### src/rtl/sar_pkg.sv
// Shared definitions for the SAR logic controller: state codes, decision
// encoding and the phase-timer width helper.
package sar_pkg;

    localparam int SAR_NBITS_DEF  = 8;
    localparam int SAR_SAMPLE_DEF = 2;
    localparam int SAR_SETTLE_DEF = 1;

    // Timer width large enough to hold the longer of the two phase lengths.
    function automatic int cnt_width(input int sample_cycles, input int settle_cycles);
        int m;
        m = (sample_cycles > settle_cycles) ? sample_cycles : settle_cycles;
        return $clog2(m + 1);
    endfunction

    localparam int SAR_CNT_W = cnt_width(SAR_SAMPLE_DEF, SAR_SETTLE_DEF);

    typedef logic [2:0] sar_state_t;

    localparam logic [2:0] ST_IDLE    = 3'd0;
    localparam logic [2:0] ST_SAMPLE  = 3'd1;
    localparam logic [2:0] ST_SETTLE  = 3'd2;
    localparam logic [2:0] ST_COMPARE = 3'd3;
    localparam logic [2:0] ST_DONE    = 3'd4;

    localparam logic [1:0] DEC_ZERO    = 2'b00;
    localparam logic [1:0] DEC_ONE     = 2'b01;
    localparam logic [1:0] DEC_INVALID = 2'b10;

    // Map the comparator's complementary outputs onto a decision code.
    // Equal outputs mean the comparator did not resolve (or went metastable).
    function automatic logic [1:0] decode_cmp(input logic outp, input logic outn);
        logic [1:0] dec;
        if (outp == outn) begin
            dec = DEC_INVALID;
        end else if (outp) begin
            dec = DEC_ONE;
        end else begin
            dec = DEC_ZERO;
        end
        return dec;
    endfunction

endpackage

### src/rtl/sar_phase_timer.sv
// Loadable down-counter shared by the SAMPLE and SETTLE phases. The expiry
// flag is high whenever the count has reached zero, so loading N-1 gives a
// phase of exactly N cycles.
module sar_phase_timer
    import sar_pkg::*;
#(
    parameter int CNT_W = SAR_CNT_W
) (
    input  logic             i_clk,
    input  logic             i_rst_n,
    input  logic             i_load,
    input  logic [CNT_W-1:0] i_load_val,
    output logic             o_expired
);

    logic [CNT_W-1:0] r_count;

    // Load on request, otherwise count down and park at zero.
    always_ff @(posedge i_clk or negedge i_rst_n) begin
        if (!i_rst_n) begin
            r_count <= '0;
        end else if (i_load) begin
            r_count <= i_load_val;
        end else if (r_count != '0) begin
            r_count <= r_count - CNT_W'(1);
        end
    end

    assign o_expired = (r_count == '0);

endmodule

### src/rtl/sar_logic_ctrl.sv
// Successive-approximation controller sitting behind the dynamic comparator.
// Drives the comparator clock pair, the DAC trial code and the S/H track
// switch, and publishes each finished conversion with a one-cycle VALID.
//
// state   | meaning
// --------+-------------------------------------------------------------
// IDLE    | waiting for START, comparator held in precharge
// SAMPLE  | TRACK high for SAMPLE_CYCLES, input being acquired
// SETTLE  | DAC trial code settling for SETTLE_CYCLES before a compare
// COMPARE | one-cycle comparator evaluate; decision taken on exit edge
// DONE    | result published (VALID), may restart directly into SAMPLE
module sar_logic_ctrl
    import sar_pkg::*;
#(
    parameter int NBITS         = SAR_NBITS_DEF,
    parameter int SAMPLE_CYCLES = SAR_SAMPLE_DEF,
    parameter int SETTLE_CYCLES = SAR_SETTLE_DEF
) (
    input  logic             i_clk,
    input  logic             i_rst_n,
    input  logic             i_start,
    input  logic             i_cmp_outp,
    input  logic             i_cmp_outn,
    output logic             o_cmp_clk,
    output logic             o_cmp_clkbar,
    output logic             o_track,
    output logic [NBITS-1:0] o_dac_code,
    output logic [NBITS-1:0] o_data,
    output logic             o_valid,
    output logic             o_busy,
    output logic             o_dec_err
);

    localparam int CNT_W = cnt_width(SAMPLE_CYCLES, SETTLE_CYCLES);
    localparam int KW    = (NBITS > 1) ? $clog2(NBITS) : 1;

    localparam logic [CNT_W-1:0] SAMPLE_LOAD = CNT_W'(SAMPLE_CYCLES - 1);
    localparam logic [CNT_W-1:0] SETTLE_LOAD = CNT_W'(SETTLE_CYCLES - 1);
    localparam logic [NBITS-1:0] DAC_MSB     = {1'b1, {(NBITS-1){1'b0}}};
    localparam logic [NBITS-1:0] DAC_ONE     = {{(NBITS-1){1'b0}}, 1'b1};
    localparam logic [KW-1:0]    K_TOP       = KW'(NBITS - 1);

    sar_state_t       r_state;
    logic [NBITS-1:0] r_dac;
    logic [KW-1:0]    r_k;
    logic             r_err;
    logic             r_track;
    logic             r_busy;
    logic             r_cmp_clk;
    logic             r_cmp_clkbar;
    logic [NBITS-1:0] r_data;
    logic             r_valid;
    logic             r_dec_err;

    sar_state_t       w_state_nxt;
    logic [NBITS-1:0] w_dac_nxt;
    logic [KW-1:0]    w_k_nxt;
    logic             w_err_nxt;
    logic             w_track_nxt;
    logic             w_busy_nxt;
    logic             w_cmp_clk_nxt;
    logic             w_done;
    logic             w_load;
    logic [CNT_W-1:0] w_load_val;
    logic             w_expired;
    logic [1:0]       w_dec;
    logic [NBITS-1:0] w_bit_k;
    logic [NBITS-1:0] w_dac_decided;

    sar_phase_timer #(
        .CNT_W (CNT_W)
    ) u_phase_timer (
        .i_clk      (i_clk),
        .i_rst_n    (i_rst_n),
        .i_load     (w_load),
        .i_load_val (w_load_val),
        .o_expired  (w_expired)
    );

    // Decision for the bit under test and the code it leaves behind.
    always_comb begin
        w_dec         = decode_cmp(i_cmp_outp, i_cmp_outn);
        w_bit_k       = DAC_ONE << r_k;
        w_dac_decided = (w_dec == DEC_ONE) ? r_dac : (r_dac & ~w_bit_k);
    end

    // Next-state and next-output logic for the conversion sequence.
    always_comb begin
        w_state_nxt = r_state;
        w_dac_nxt   = r_dac;
        w_k_nxt     = r_k;
        w_err_nxt   = r_err;
        w_track_nxt = r_track;
        w_busy_nxt  = r_busy;
        w_done      = 1'b0;
        w_load      = 1'b0;
        w_load_val  = SETTLE_LOAD;

        case (r_state)
            ST_IDLE, ST_DONE: begin
                if (i_start) begin
                    w_state_nxt = ST_SAMPLE;
                    w_load      = 1'b1;
                    w_load_val  = SAMPLE_LOAD;
                    w_dac_nxt   = DAC_MSB;
                    w_k_nxt     = K_TOP;
                    w_err_nxt   = 1'b0;
                    w_track_nxt = 1'b1;
                    w_busy_nxt  = 1'b1;
                end else begin
                    w_state_nxt = ST_IDLE;
                end
            end
            ST_SAMPLE: begin
                if (w_expired) begin
                    w_state_nxt = ST_SETTLE;
                    w_load      = 1'b1;
                    w_load_val  = SETTLE_LOAD;
                    w_track_nxt = 1'b0;
                end
            end
            ST_SETTLE: begin
                if (w_expired) begin
                    w_state_nxt = ST_COMPARE;
                end
            end
            ST_COMPARE: begin
                if (w_dec == DEC_INVALID) begin
                    w_err_nxt = 1'b1;
                end
                if (r_k != '0) begin
                    w_dac_nxt   = w_dac_decided | (w_bit_k >> 1);
                    w_k_nxt     = r_k - KW'(1);
                    w_state_nxt = ST_SETTLE;
                    w_load      = 1'b1;
                    w_load_val  = SETTLE_LOAD;
                end else begin
                    w_dac_nxt   = w_dac_decided;
                    w_state_nxt = ST_DONE;
                    w_busy_nxt  = 1'b0;
                    w_done      = 1'b1;
                end
            end
            default: begin
                w_state_nxt = ST_IDLE;
                w_busy_nxt  = 1'b0;
                w_track_nxt = 1'b0;
            end
        endcase

        // Evaluate only while in COMPARE; both clock phases come from this one bit.
        w_cmp_clk_nxt = (w_state_nxt == ST_COMPARE);
    end

    // FSM, SAR register and comparator clock pair.
    always_ff @(posedge i_clk or negedge i_rst_n) begin
        if (!i_rst_n) begin
            r_state      <= ST_IDLE;
            r_dac        <= '0;
            r_k          <= '0;
            r_err        <= 1'b0;
            r_track      <= 1'b0;
            r_busy       <= 1'b0;
            r_cmp_clk    <= 1'b0;
            r_cmp_clkbar <= 1'b1;
        end else begin
            r_state      <= w_state_nxt;
            r_dac        <= w_dac_nxt;
            r_k          <= w_k_nxt;
            r_err        <= w_err_nxt;
            r_track      <= w_track_nxt;
            r_busy       <= w_busy_nxt;
            r_cmp_clk    <= w_cmp_clk_nxt;
            r_cmp_clkbar <= ~w_cmp_clk_nxt;
        end
    end

    // Result registers: DATA and DEC_ERR only move together with VALID.
    always_ff @(posedge i_clk or negedge i_rst_n) begin
        if (!i_rst_n) begin
            r_data    <= '0;
            r_dec_err <= 1'b0;
            r_valid   <= 1'b0;
        end else begin
            r_valid <= w_done;
            if (w_done) begin
                r_data    <= w_dac_nxt;
                r_dec_err <= w_err_nxt;
            end
        end
    end

    assign o_cmp_clk    = r_cmp_clk;
    assign o_cmp_clkbar = r_cmp_clkbar;
    assign o_track      = r_track;
    assign o_dac_code   = r_dac;
    assign o_data       = r_data;
    assign o_valid      = r_valid;
    assign o_busy       = r_busy;
    assign o_dec_err    = r_dec_err;

endmodule

### config.mk
export PLATFORM = sky130hd
export DESIGN_NAME = sar_logic_ctrl
export DESIGN_NICKNAME = d
export VERILOG_FILES = /design/src/rtl/sar_pkg.sv /design/src/rtl/sar_phase_timer.sv /design/src/rtl/sar_logic_ctrl.sv
export SDC_FILE = /design/constraint.sdc
export NUM_CORES = 1
export LEC_CHECK = 0
export ABC_CLOCK_PERIOD_IN_PS = 1800
export BUFFER_PORTS_ARGS = -buffer_cell sky130_fd_sc_hd__buf_2
export CAP_MARGIN = 20
export CORE_AREA = 2 2 86 79
export DETAILED_ROUTE_END_ITERATION = 12
export DIE_AREA = 0 0 88 81
export SETUP_SLACK_MARGIN = 0.02
export SYNTH_ARGS = -nofsm -noshare
export SYNTH_HDL_FRONTEND = slang
export SYNTH_SLANG_ARGS = --single-unit
### constraint.sdc
create_clock -name i_clk -period 1.8 [get_ports i_clk]
set_input_delay 0.54 -clock i_clk [delete_from_list [all_inputs] [get_ports i_clk]]
set_output_delay 0.54 -clock i_clk [all_outputs]
set_load 0.01 [all_outputs]
==> results.md <==
* Synthesis-to-finish area growth at 23.54%
* # DRC at 0
* Sw Ratio at 38.15%
* Pwr dens at 1498 nW/µm²
* Most frequent cells in the layout: dfrtp_1 (29), buf_2 (26), o21ai_0 (14), nand2_1 (13)
* Die Y at 81 µm
* Critical path type: flop to flop
* Worst path top cell family by delay: simple AND/OR/NAND/NOR gates
* Most used DFF post-synth: dfrtp_1
* Combinational Power Share at 41.1%
* CTS Buf Count at 5
* Setup_tns at 0 ps
* Clk root buf: clkbuf_8
* Complex-gate fraction of the synthesized area at 17.86%
* Relative slew slack at 69.59%
* Fin nets at roughly 190
* Post-Synthesis Cells at roughly 150
* Core area at 6341 µm²
* Hold Slack at 172.3 ps
* Post-CTS Setup Bufs at 0
* Gr usage total at 10.83%
* Clock power frac at 18.2%
* Sequential Power Share at between 40% and 50%
* CP endpoint kind: flop
* DPL Wire Length at 2527 µm
* Worst EP required at 1950 ps
* Area contributors post-synth: dfrtp_1 (49%), ha_1 (5.8%), o21ai_0 (4.6%)
* CTS sink count at 31
* Final setup vio count at 0
* Post-route setup slack at 211.1 ps
* Flops & latches, synth at 31
* Status: completed
* Die width at 88 µm
* Max cap viols at 0
* Clock Latency Late Sink at 280 ps
* Critical path buffers and inverters at 1
* Drt via density at 4.360
* Via count at 1186
* Clk pin slew, worst setup/hold paths at around 60 ps
* Yosys cell types at 36
* Minimum clock period at 1589 ps
* Post-Synth Simple-Gate Area at 18.77%
* Post-CTS Hold Buffers at 0
* Worst VDD drop at ~0.41 mV
* Sw Pwr at 1.073 mW
* Adder-cell area share of the yosys netlist at 5.761%
* Layout cells sized above 1 at 26.92%
* Internal power at 1.739 mW
* Top-area cell type share of the netlist area at 49.38%
* CTS resizes at 0
* CTS tree: done
* Place WS at 67.09 ps
* Syn Nets at roughly 160
* Mapped cell area at 1520 µm²
* Grt ovf at 0
* Largest net degree at the start of global routing at 18
* Slowest stage delay, CP at 400 ps
* H-tree depth at 2
* Tcrit/Tclk final at 88.27%
* Placer congestion estimate at 0.7850
* Rows at 28
* Synth async-reset ratio at 100.0%
* Die area at 7128 µm²
* Final hold vios at 0
* IO Pins at 27
* Total iterations of the first detailed-routing run at 4
* First-pass GRT wire length at 5851 µm
* Drt wl/cell at 12.43 µm
* Post-synthesis mux area share at 0%
* Startpoint Class: flop
* Fmax at about 630 MHz
* CP max-delay cell: dfrtp_2
* Synth Area in XOR/XNOR at 0.5761%
* Max FO, Critical Path at 6
* Port Buffers at 26
* Detailed-route wire length at 3382 µm
* Worst slew pin tran at 450.5 ps
* Antenna cells at 0
* Worst-path cell chain: inv_1 > ha_1 > and3b_1 > nor4b_4 > o21ai_0
* Commonest non-fill, non-tap cell in the layout: dfrtp_1
* Worst Skew at between 3 and 4 ps
* Mapped Avg Cell Area at 10.34 µm²
* Seq/Total Area, Yosys at 51.11%
* Initial Util at 23.97%
* Max Root-Sink Buffers at 2
* Vias in the first global route at 1171
* Largest family of logic cells by synthesized area: simple AND/OR/NAND/NOR gates
* Dominant cell type by area after synthesis: dfrtp_1
* EDFF count, synth at 0
* Unrepaired setup endpoints after global routing: false
* Leakage at 0.8599 nW
* Crit path DAT at 1740 ps
* Antenna violations before repair at 0
* DRT antenna net count at 0
* Slew Limit Fails at 0
* Ys Warns at 0
* Starting DRT DRC Count at 32
* Worst hold path type: input port to asynchronous set/reset pin
## path summary, 6_finish.rpt
| path | from | endpoint | slack, ps | depth (start not counted) |
|---|---|---|---|---|
| worst max-delay path | r_k[0]$_DFFE_PN0P_ | u_phase_timer.r_count[0]$_DFFE_PN0P_ | 210 | 5 |
| worst min-delay path | i_rst_n | o_dac_code[5]$_DFF_PN0_ | 170 | 1 |
| max in group asynchronous | i_rst_n | r_k[0]$_DFFE_PN0P_ | 1200 | 2 |
| worst max register to register | r_k[0]$_DFFE_PN0P_ | u_phase_timer.r_count[0]$_DFFE_PN0P_ | 210 | 5 |
| min in group i_clk | o_busy$_DFFE_PN0P_ | o_busy$_DFFE_PN0P_ | 490 | 1 |
| worst min register to register | o_busy$_DFFE_PN0P_ | o_busy$_DFFE_PN0P_ | 490 | 1 |
## cell type report
| cell class | count | area, µm² |
|---|---|---|
| Clock buffer | 8 | 80.08 |
| Tap cell | 90 | 112.6 |
| Sequential cell | 31 | 778.2 |
| Inverter | 9 | 33.78 |
| Fill cell | 676 | 4463 |
| Multi-Input combinational cell | 98 | 655.6 |
| Timing Repair Buffer | 36 | 217.7 |
## layer usage
layer / vias up / global-route usage (%) / wire length, µm
li1: 585 / - / -
met1: 570 / 14.29 / 1645
met2: 26 / 16.67 / 1511
met3: 5 / 3.252 / 181
met4: 0 / 4.154 / 44
met5: - / 0 / 0
## stage by stage
stage / cell area (µm²) / instances / utilization, % / total power, mW
finish: 1878 / 272 / 29.62 / 2.813
global route: 1878 / 272 / 29.62 / 3.069
CTS: 1874 / 272 / 29.56 / 2.840
detailed placement: 1794 / 264 / 28.30 / 2.321
global placement: 1794 / 264 / 28.30 / 2.294
floorplan: 1520 / 147 / - / 1.924
## synthesized netlist by cell type (2+ instances only)
cell	count
inv_1	9
nand2_1	13
o311ai_0	4
nor2_1	6
a21oi_1	8
buf_2	3
o21ai_0	14
nor2b_1	4
clkbuf_1	2
a21o_1	3
nand2b_1	4
ha_1	7
buf_4	3
dfrtp_1	30
nor3_1	4
and3b_1	4
o21ai_1	8
a211oi_1	2
nand3_1	2
## cell families after synthesis
group                    after synthesis
AO/OA/AOI/OAI                         45
AND/OR/NAND/NOR                       45
flip-flops                            31
buffers and inverters                 18
XOR/XNOR                               1
adder cells (fa/ha/maj)                7
## power groups by stage
stage,clock [mW],sequential [mW],combinational [mW]
3_5_place_dp,0,1.15,1.17
2_1_floorplan,0,1.16,0.761
4_1_cts,0.528,1.15,1.17
6_report,0.512,1.14,1.16
3_3_place_gp,0,1.15,1.14
5_1_grt,0.567,1.19,1.31
## worst reg2reg max path, delay by kind of cell (launching register included)
| family | cells | cell delay, ps |
|---|---|---|
| buf+inv | 1 | 90 |
| compound gates | 1 | 130 |
| flops | 1 | 400 |
| simple gates | 2 | 540 |
| fa+ha+maj | 1 | 290 |
## registers in the layout, summed over array words and instances (netlist names), 2 cells and up
register / cells
o_dac_code: 8
o_data: 8
r_k: 3
r_state: 3
u_phase_timer.r_count: 2
Note: power is estimated with default switching activity, not from simulation.
